### config.mk
export PLATFORM = sky130hd
export DESIGN_NAME = clkenunit
export DESIGN_NICKNAME = d
export VERILOG_FILES = /design/src/rtl/clkenunit.sv
export SDC_FILE = /design/constraint.sdc
export NUM_CORES = 1
export LEC_CHECK = 0
export ABC_AREA = 1
export ABC_CLOCK_PERIOD_IN_PS = 1900
export BUFFER_PORTS_ARGS = -buffer_cell sky130_fd_sc_hd__buf_2
export CORE_AREA = 2 2 141 143
export DETAILED_ROUTE_END_ITERATION = 10
export DIE_AREA = 0 0 143 145
export GPL_ROUTABILITY_DRIVEN = 0
export SYNTH_ARGS = -nofsm -noshare
export SYNTH_HDL_FRONTEND = slang
export SYNTH_SLANG_ARGS = --single-unit
### constraint.sdc
create_clock -name clk_in -period 1.9 [get_ports clk_in]
set_clock_uncertainty 0.05 [all_clocks]
set_input_delay 0.57 -clock clk_in [delete_from_list [all_inputs] [get_ports clk_in]]
set_output_delay 0.57 -clock clk_in [all_outputs]
set_load 0.02 [all_outputs]
### src/rtl/clkenunit.sv
`default_nettype none
// ============================================================================
// Module      : clkenunit
// Description : Single-domain tick-enable generator. Selects one of three tick
//               sources (programmable divider, synchronised external pulse,
//               debounced push button) and emits one-cycle enables on
//               tick_out. A guard interval on every source change prevents
//               runt or double ticks.
// Ports       : clk_in     - system clock
//               rst_n      - asynchronous active-low reset, synchronous release
//               ext_in     - asynchronous external pulse
//               btn_in     - asynchronous, bouncy push button
//               src_sel    - 00 divider, 01 ext, 10 button, 11 off
//               div_val    - new divisor value
//               div_load   - one-cycle strobe capturing div_val
//               tick_out   - one-cycle tick enable from the active source
//               sel_active - source currently driving tick_out
//               switching  - high while the guard interval is running
//               tick_cnt   - wrapping count of tick_out pulses
// Revision    : 1.0 - initial release
// ============================================================================
module clkenunit #(
    parameter int DIV_W      = 24,
    parameter int DIV_RST    = 500000,
    parameter int DEB_CYCLES = 500000,
    parameter int GUARD      = 2,
    parameter int CNT_W      = 16
) (
    input  logic             clk_in,
    input  logic             rst_n,
    input  logic             ext_in,
    input  logic             btn_in,
    input  logic [1:0]       src_sel,
    input  logic [DIV_W-1:0] div_val,
    input  logic             div_load,
    output logic             tick_out,
    output logic [1:0]       sel_active,
    output logic             switching,
    output logic [CNT_W-1:0] tick_cnt
);

    // ------------------------------------------------------------------------
    // Constants
    // ------------------------------------------------------------------------
    localparam int c_deb_w = $clog2(DEB_CYCLES + 1);
    localparam int c_grd_w = (GUARD > 1) ? $clog2(GUARD) : 1;

    localparam logic [c_deb_w-1:0] c_deb_last = c_deb_w'(DEB_CYCLES - 1);
    localparam logic [c_grd_w-1:0] c_grd_init = c_grd_w'(GUARD - 1);
    localparam logic [DIV_W-1:0]   c_div_rst  = DIV_W'(DIV_RST);
    localparam logic [DIV_W-1:0]   c_cnt_rst  = (DIV_RST == 0) ? '0 : DIV_W'(DIV_RST - 1);

    typedef enum logic [0:0] {
        ST_RUN    = 1'b0,
        ST_SWITCH = 1'b1
    } state_t;

    state_t r_state;

    // ------------------------------------------------------------------------
    // External pulse: 2-FF synchroniser plus registered rising-edge detector
    // ------------------------------------------------------------------------
    logic r_ext_s1;
    logic r_ext_s2;
    logic r_ext_s3;
    logic r_ext_tick;

    always_ff @(posedge clk_in or negedge rst_n) begin
        if (!rst_n) begin
            r_ext_s1   <= 1'b0;
            r_ext_s2   <= 1'b0;
            r_ext_s3   <= 1'b0;
            r_ext_tick <= 1'b0;
        end else begin
            r_ext_s1   <= ext_in;
            r_ext_s2   <= r_ext_s1;
            r_ext_s3   <= r_ext_s2;
            r_ext_tick <= r_ext_s2 & ~r_ext_s3;
        end
    end

    // ------------------------------------------------------------------------
    // Push button: 2-FF synchroniser plus debouncer. A new level is accepted
    // only after DEB_CYCLES consecutive cycles that disagree with the current
    // debounced level; any agreeing cycle restarts the count.
    // ------------------------------------------------------------------------
    logic               r_btn_s1;
    logic               r_btn_s2;
    logic               r_btn_deb;
    logic [c_deb_w-1:0] r_deb_cnt;
    logic               r_btn_tick;

    always_ff @(posedge clk_in or negedge rst_n) begin
        if (!rst_n) begin
            r_btn_s1   <= 1'b0;
            r_btn_s2   <= 1'b0;
            r_btn_deb  <= 1'b0;
            r_deb_cnt  <= '0;
            r_btn_tick <= 1'b0;
        end else begin
            r_btn_s1   <= btn_in;
            r_btn_s2   <= r_btn_s1;
            r_btn_tick <= 1'b0;
            if (r_btn_s2 == r_btn_deb) begin
                r_deb_cnt <= '0;
            end else if (r_deb_cnt == c_deb_last) begin
                r_btn_deb  <= r_btn_s2;
                r_deb_cnt  <= '0;
                // only a press (new level 1) produces a tick
                r_btn_tick <= r_btn_s2;
            end else begin
                r_deb_cnt <= r_deb_cnt + c_deb_w'(1);
            end
        end
    end

    // ------------------------------------------------------------------------
    // Programmable divider. A loaded divisor only matters at the next reload,
    // so the running period is never cut short. A zero divisor parks the
    // counter at 0 with r_div_halt set; because a halted counter sits at its
    // reload point, a later nonzero load restarts it immediately.
    // ------------------------------------------------------------------------
    logic [DIV_W-1:0] r_div_reg;
    logic [DIV_W-1:0] r_div_cnt;
    logic             r_div_halt;
    logic [DIV_W-1:0] w_div_eff;
    logic [DIV_W-1:0] w_div_reload;
    logic             w_div_tick;

    always_comb begin
        w_div_eff    = div_load ? div_val : r_div_reg;
        w_div_reload = (w_div_eff == '0) ? '0 : (w_div_eff - DIV_W'(1));
        w_div_tick   = (r_div_cnt == '0) && !r_div_halt;
    end

    always_ff @(posedge clk_in or negedge rst_n) begin
        if (!rst_n) begin
            r_div_reg  <= c_div_rst;
            r_div_cnt  <= c_cnt_rst;
            r_div_halt <= (DIV_RST == 0);
        end else begin
            if (div_load) begin
                r_div_reg <= div_val;
            end
            // During the guard the counter is parked at a full period so the
            // first divider tick lands exactly div_reg cycles after RUN resumes.
            if ((r_state == ST_SWITCH) || (r_div_cnt == '0)) begin
                r_div_cnt  <= w_div_reload;
                r_div_halt <= (w_div_eff == '0);
            end else begin
                r_div_cnt <= r_div_cnt - DIV_W'(1);
            end
        end
    end

    // ------------------------------------------------------------------------
    // Source multiplexer
    // ------------------------------------------------------------------------
    logic [1:0] r_sel;
    logic       w_src_tick;

    always_comb begin
        w_src_tick = 1'b0;
        case (r_sel)
            2'b00:   w_src_tick = w_div_tick;
            2'b01:   w_src_tick = r_ext_tick;
            2'b10:   w_src_tick = r_btn_tick;
            default: w_src_tick = 1'b0;
        endcase
    end

    // ------------------------------------------------------------------------
    // Switch FSM with registered outputs and the tick counter
    // ------------------------------------------------------------------------
    logic [1:0]         r_src_q;
    logic [1:0]         r_src_qq;
    logic [c_grd_w-1:0] r_guard;
    logic               r_switching;
    logic               r_tick;
    logic [CNT_W-1:0]   r_tick_cnt;

    always_ff @(posedge clk_in or negedge rst_n) begin
        if (!rst_n) begin
            r_state     <= ST_RUN;
            r_src_q     <= 2'b00;
            r_src_qq    <= 2'b00;
            r_sel       <= 2'b00;
            r_guard     <= '0;
            r_switching <= 1'b0;
            r_tick      <= 1'b0;
            r_tick_cnt  <= '0;
        end else begin
            r_src_q  <= src_sel;
            r_src_qq <= r_src_q;
            case (r_state)
                ST_RUN: begin
                    r_tick <= w_src_tick;
                    if (w_src_tick) begin
                        r_tick_cnt <= r_tick_cnt + CNT_W'(1);
                    end
                    if (r_src_q != r_sel) begin
                        r_state     <= ST_SWITCH;
                        r_switching <= 1'b1;
                        r_guard     <= c_grd_init;
                    end
                end
                ST_SWITCH: begin
                    r_tick <= 1'b0;
                    // a further select change restarts the guard so the last
                    // requested source is the one that ends up active
                    if (r_src_q != r_src_qq) begin
                        r_guard <= c_grd_init;
                    end else if (r_guard == '0) begin
                        r_sel       <= r_src_q;
                        r_state     <= ST_RUN;
                        r_switching <= 1'b0;
                    end else begin
                        r_guard <= r_guard - c_grd_w'(1);
                    end
                end
                default: begin
                    r_state     <= ST_RUN;
                    r_switching <= 1'b0;
                    r_tick      <= 1'b0;
                end
            endcase
        end
    end

    assign tick_out   = r_tick;
    assign sel_active = r_sel;
    assign switching  = r_switching;
    assign tick_cnt   = r_tick_cnt;

endmodule
`default_nettype wire
==> results.md <==
* Post-route cell area at 7820 um2
* #FFs+latches synth at 102
* Via Count at 5,597
* Post-Synth Adder-Cell Area at 0.0103
* CP required at 2.09 ns
* Area contributors post-synth: dfrtp_1 35%, nand2_1 18%, dfstp_2 7.8%
* Synth Area per Inst at 7.01 um2
* Status: complete, no violations
* Hold WS at 0.0668 ns
* Initial Util at 0.316
* Total grt overflow at 0
* Placed inst area at 7310 um2
* Root Buffer: clkbuf_16
* CTS H-tree depth at 3
* CTS sink count at 102
* Maximum VDD drop at 0.450 mV
* Max capacitance violation total at 0
* Final setup fails at 0
* Xor and xnor area share after synthesis at 0.0678
* First-pass GRT wire length at 25.9 mm
* Most frequent cells in the layout: 287 x nand2_1, 110 x inv_1, 99 x nor2_1
* Starting DRT DRC Count at 380
* Clk_lat worst skew at 0.36 ns
* Core area at 19,200 um2
* Top cell type's share of synthesized area at 0.346
* Worst reg-to-reg setup slack at 0.09 ns
* Top Ports at 51
* Pre-antenna DRT Iters at 5
* Min Tclk post-route at 1.84 ns
* Reg-to-reg endpoint: r_div_cnt[22]
* Initial antenna violation count at 0
* Max Fclk at 543 MHz
* Final HPWL DP at 11.7 mm
* Yosys cell types at 33
* DR WL/cell at 12.0 um
* Worst Path Arrival at 2.04 ns
* Cell area after synthesis at 6070 um2
* # diodes at 0
* Die width at 143 um
* Register area share after synthesis at 0.424
* Maximum root-to-sink buffer count at 2
* HP Class: in2async
* RR Startpoint: r_div_cnt[0]
* DIE HEIGHT at 145 um
* Num rows at 51
* Tcrit/Tclk final at 0.970
* WS Path Type: in2reg
* Yosys warns at 0
* PD cells at 763 nW/um2
* Via/cell ratio at 4.39
* Leakage dissipation at 3.94 nW
* Main combinational cell family by area after synthesis: simple AND/OR/NAND/NOR gates
* Worst-path clk slew at 0.07 ns
* Routed WL at 15.3 mm
* Post-Syn Instances at 866
* Synth Net Count at 902
* Critical path peak fanout at 14
* Path depth of the worst reg2reg path at 11
* Cts hold-fix bufs at 0
* Fin. max-slew vios at 0
* Area growth from synthesis to layout at 28.8%
* Worst setup EP type: flip-flop
* Vias in the first global route at 5,419
* CTS tree: built
* Total track usage at 0.154
* Worst-margin pin slew at 0.510 ns
* Fillers at 1,991
* Pin count of the biggest net entering global routing at 50
* Final Net Count at 1,041
* CTS Buf Count at 9
* Post-synthesis compound-gate area fraction at 0.0550
* Post-route setup TNS at 0 ns
* Post-synthesis mux area share at 0
* Final hold vios at 0
* Startpoint class of the critical path: input port
* Slew margin rel. at 0.657
* Commonest non-fill, non-tap cell in the layout: nand2_1
* DR DRC count at 0
* # port buffers at 50
* Die Area at 20,700 um2
* DRT antenna net count at 0
* Share of layout cells above drive strength 1 at 0.229
* Post-Synth Simple-Gate Area at 0.353
* Largest area contributor in the netlist: dfrtp_1
critical path: stages:
cell     delay, ns
buf_6         0.13
buf_8         0.13
o21ai_4       0.18
ha_2          0.21
nand3_2       0.08
nor2_2        0.10
nand3_2       0.12
nor2_4        0.14
nor2_4        0.05
buf_12        0.14
nand2_1       0.11
nand2_1       0.06
report_power, final:
| part | switching (mW) | internal [mW] | total [mW] |
|---|---|---|---|
| Sequential | 0.181 | 2.44 | 2.62 |
| Combinational | 0.835 | 0.623 | 1.46 |
| Clock | 0.946 | 0.944 | 1.89 |
| Total | 1.96 | 4.00 | 5.96 |
synthesized netlist by cell type:
| cell | instances |
|---|---|
| a21o_1 | 1 |
| a21oi_1 | 9 |
| a22o_1 | 1 |
| a31o_2 | 2 |
| buf_2 | 6 |
| buf_4 | 5 |
| buf_6 | 3 |
| clkbuf_1 | 4 |
| dfrtp_1 | 84 |
| dfstp_2 | 18 |
| ha_1 | 5 |
| inv_1 | 111 |
| inv_2 | 3 |
| nand2_1 | 293 |
| nand2_2 | 3 |
| nand3_1 | 61 |
| nand3b_1 | 1 |
| nand4_1 | 15 |
| nor2_1 | 113 |
| nor2_2 | 5 |
| nor2_4 | 1 |
| nor3_1 | 20 |
| nor3_2 | 1 |
| nor3b_1 | 2 |
| nor4_1 | 2 |
| o21ai_0 | 33 |
| o21ai_1 | 8 |
| o21ai_2 | 2 |
| o22ai_1 | 4 |
| o31ai_1 | 1 |
| or2_2 | 2 |
| xnor2_1 | 11 |
| xor2_1 | 36 |
layout make-up:
cell class | count | area [um2] | area share
clock buffers | 9 | 225 | 0.0288
clock inverters | 7 | 91.3 | 0.0117
multi-input cells | 632 | 3080 | 0.394
repair inverters | 1 | 7.51 | 0.000961
inverters | 114 | 432 | 0.0552
repair buffers | 145 | 1070 | 0.137
flip-flops and latches | 102 | 2580 | 0.330
well taps | 265 | 332 | 0.0424
logic make-up after synthesis:
kind of cell,count (synthesis)
xor gates and xnor gates,47
AOI/OAI and AO/OA,61
buffers and inverters,132
and+or+nand+nor,519
DFF,102
adders and majority gates,5
metrics by stage:
step / std cells / worst slack, ns / power (mW) / util
after detailed placement: 1256 / -0.389 / 4.06 / 0.380
after global placement: 1256 / -0.364 / 4.04 / 0.380
after CTS: 1272 / 0.0109 / 5.98 / 0.398
final: 1275 / 0.0570 / 5.96 / 0.407
after global routing: 1275 / -0.0142 / 6.34 / 0.407
after floorplan: 866 / 0.00770 / 3.42 / -
metal layers:
| layer | wire length [um] | share of wire | vias up | global-route usage |
|---|---|---|---|---|
| met4 | 257 | 0.017 | 0 | 0.0490 |
| met3 | 315 | 0.021 | 17 | 0.0175 |
| met5 | 0 | 0 | - | 0 |
| li1 | - | - | 2967 | - |
| met1 | 7750 | 0.51 | 2549 | 0.220 |
| met2 | 6980 | 0.46 | 64 | 0.243 |
worst max-delay path by stage:
stage / depth (start not counted) / slack [ns] / startpoint / to
6_report: 12 / 0.06 / div_load / r_div_cnt[22]
5_1_grt: 11 / -0.01 / r_div_cnt[0] / r_div_halt
4_1_cts: 10 / 0.01 / r_div_cnt[0] / tick_cnt[10]
3_5_place_dp: 11 / -0.39 / div_load / r_div_cnt[12]
3_3_place_gp: 11 / -0.36 / div_load / r_div_cnt[12]
2_1_floorplan: 10 / 0.008 / div_load / r_div_cnt[22]
repair_timing:
action	CTS	global route
buffers inserted	0	1
setup endpoints to repair	9	43
resized for setup	4	40
cloned	0	2
endpoints found under the hold margin	0	0
pin swaps	2	10
(Power assumes the default switching activity.)
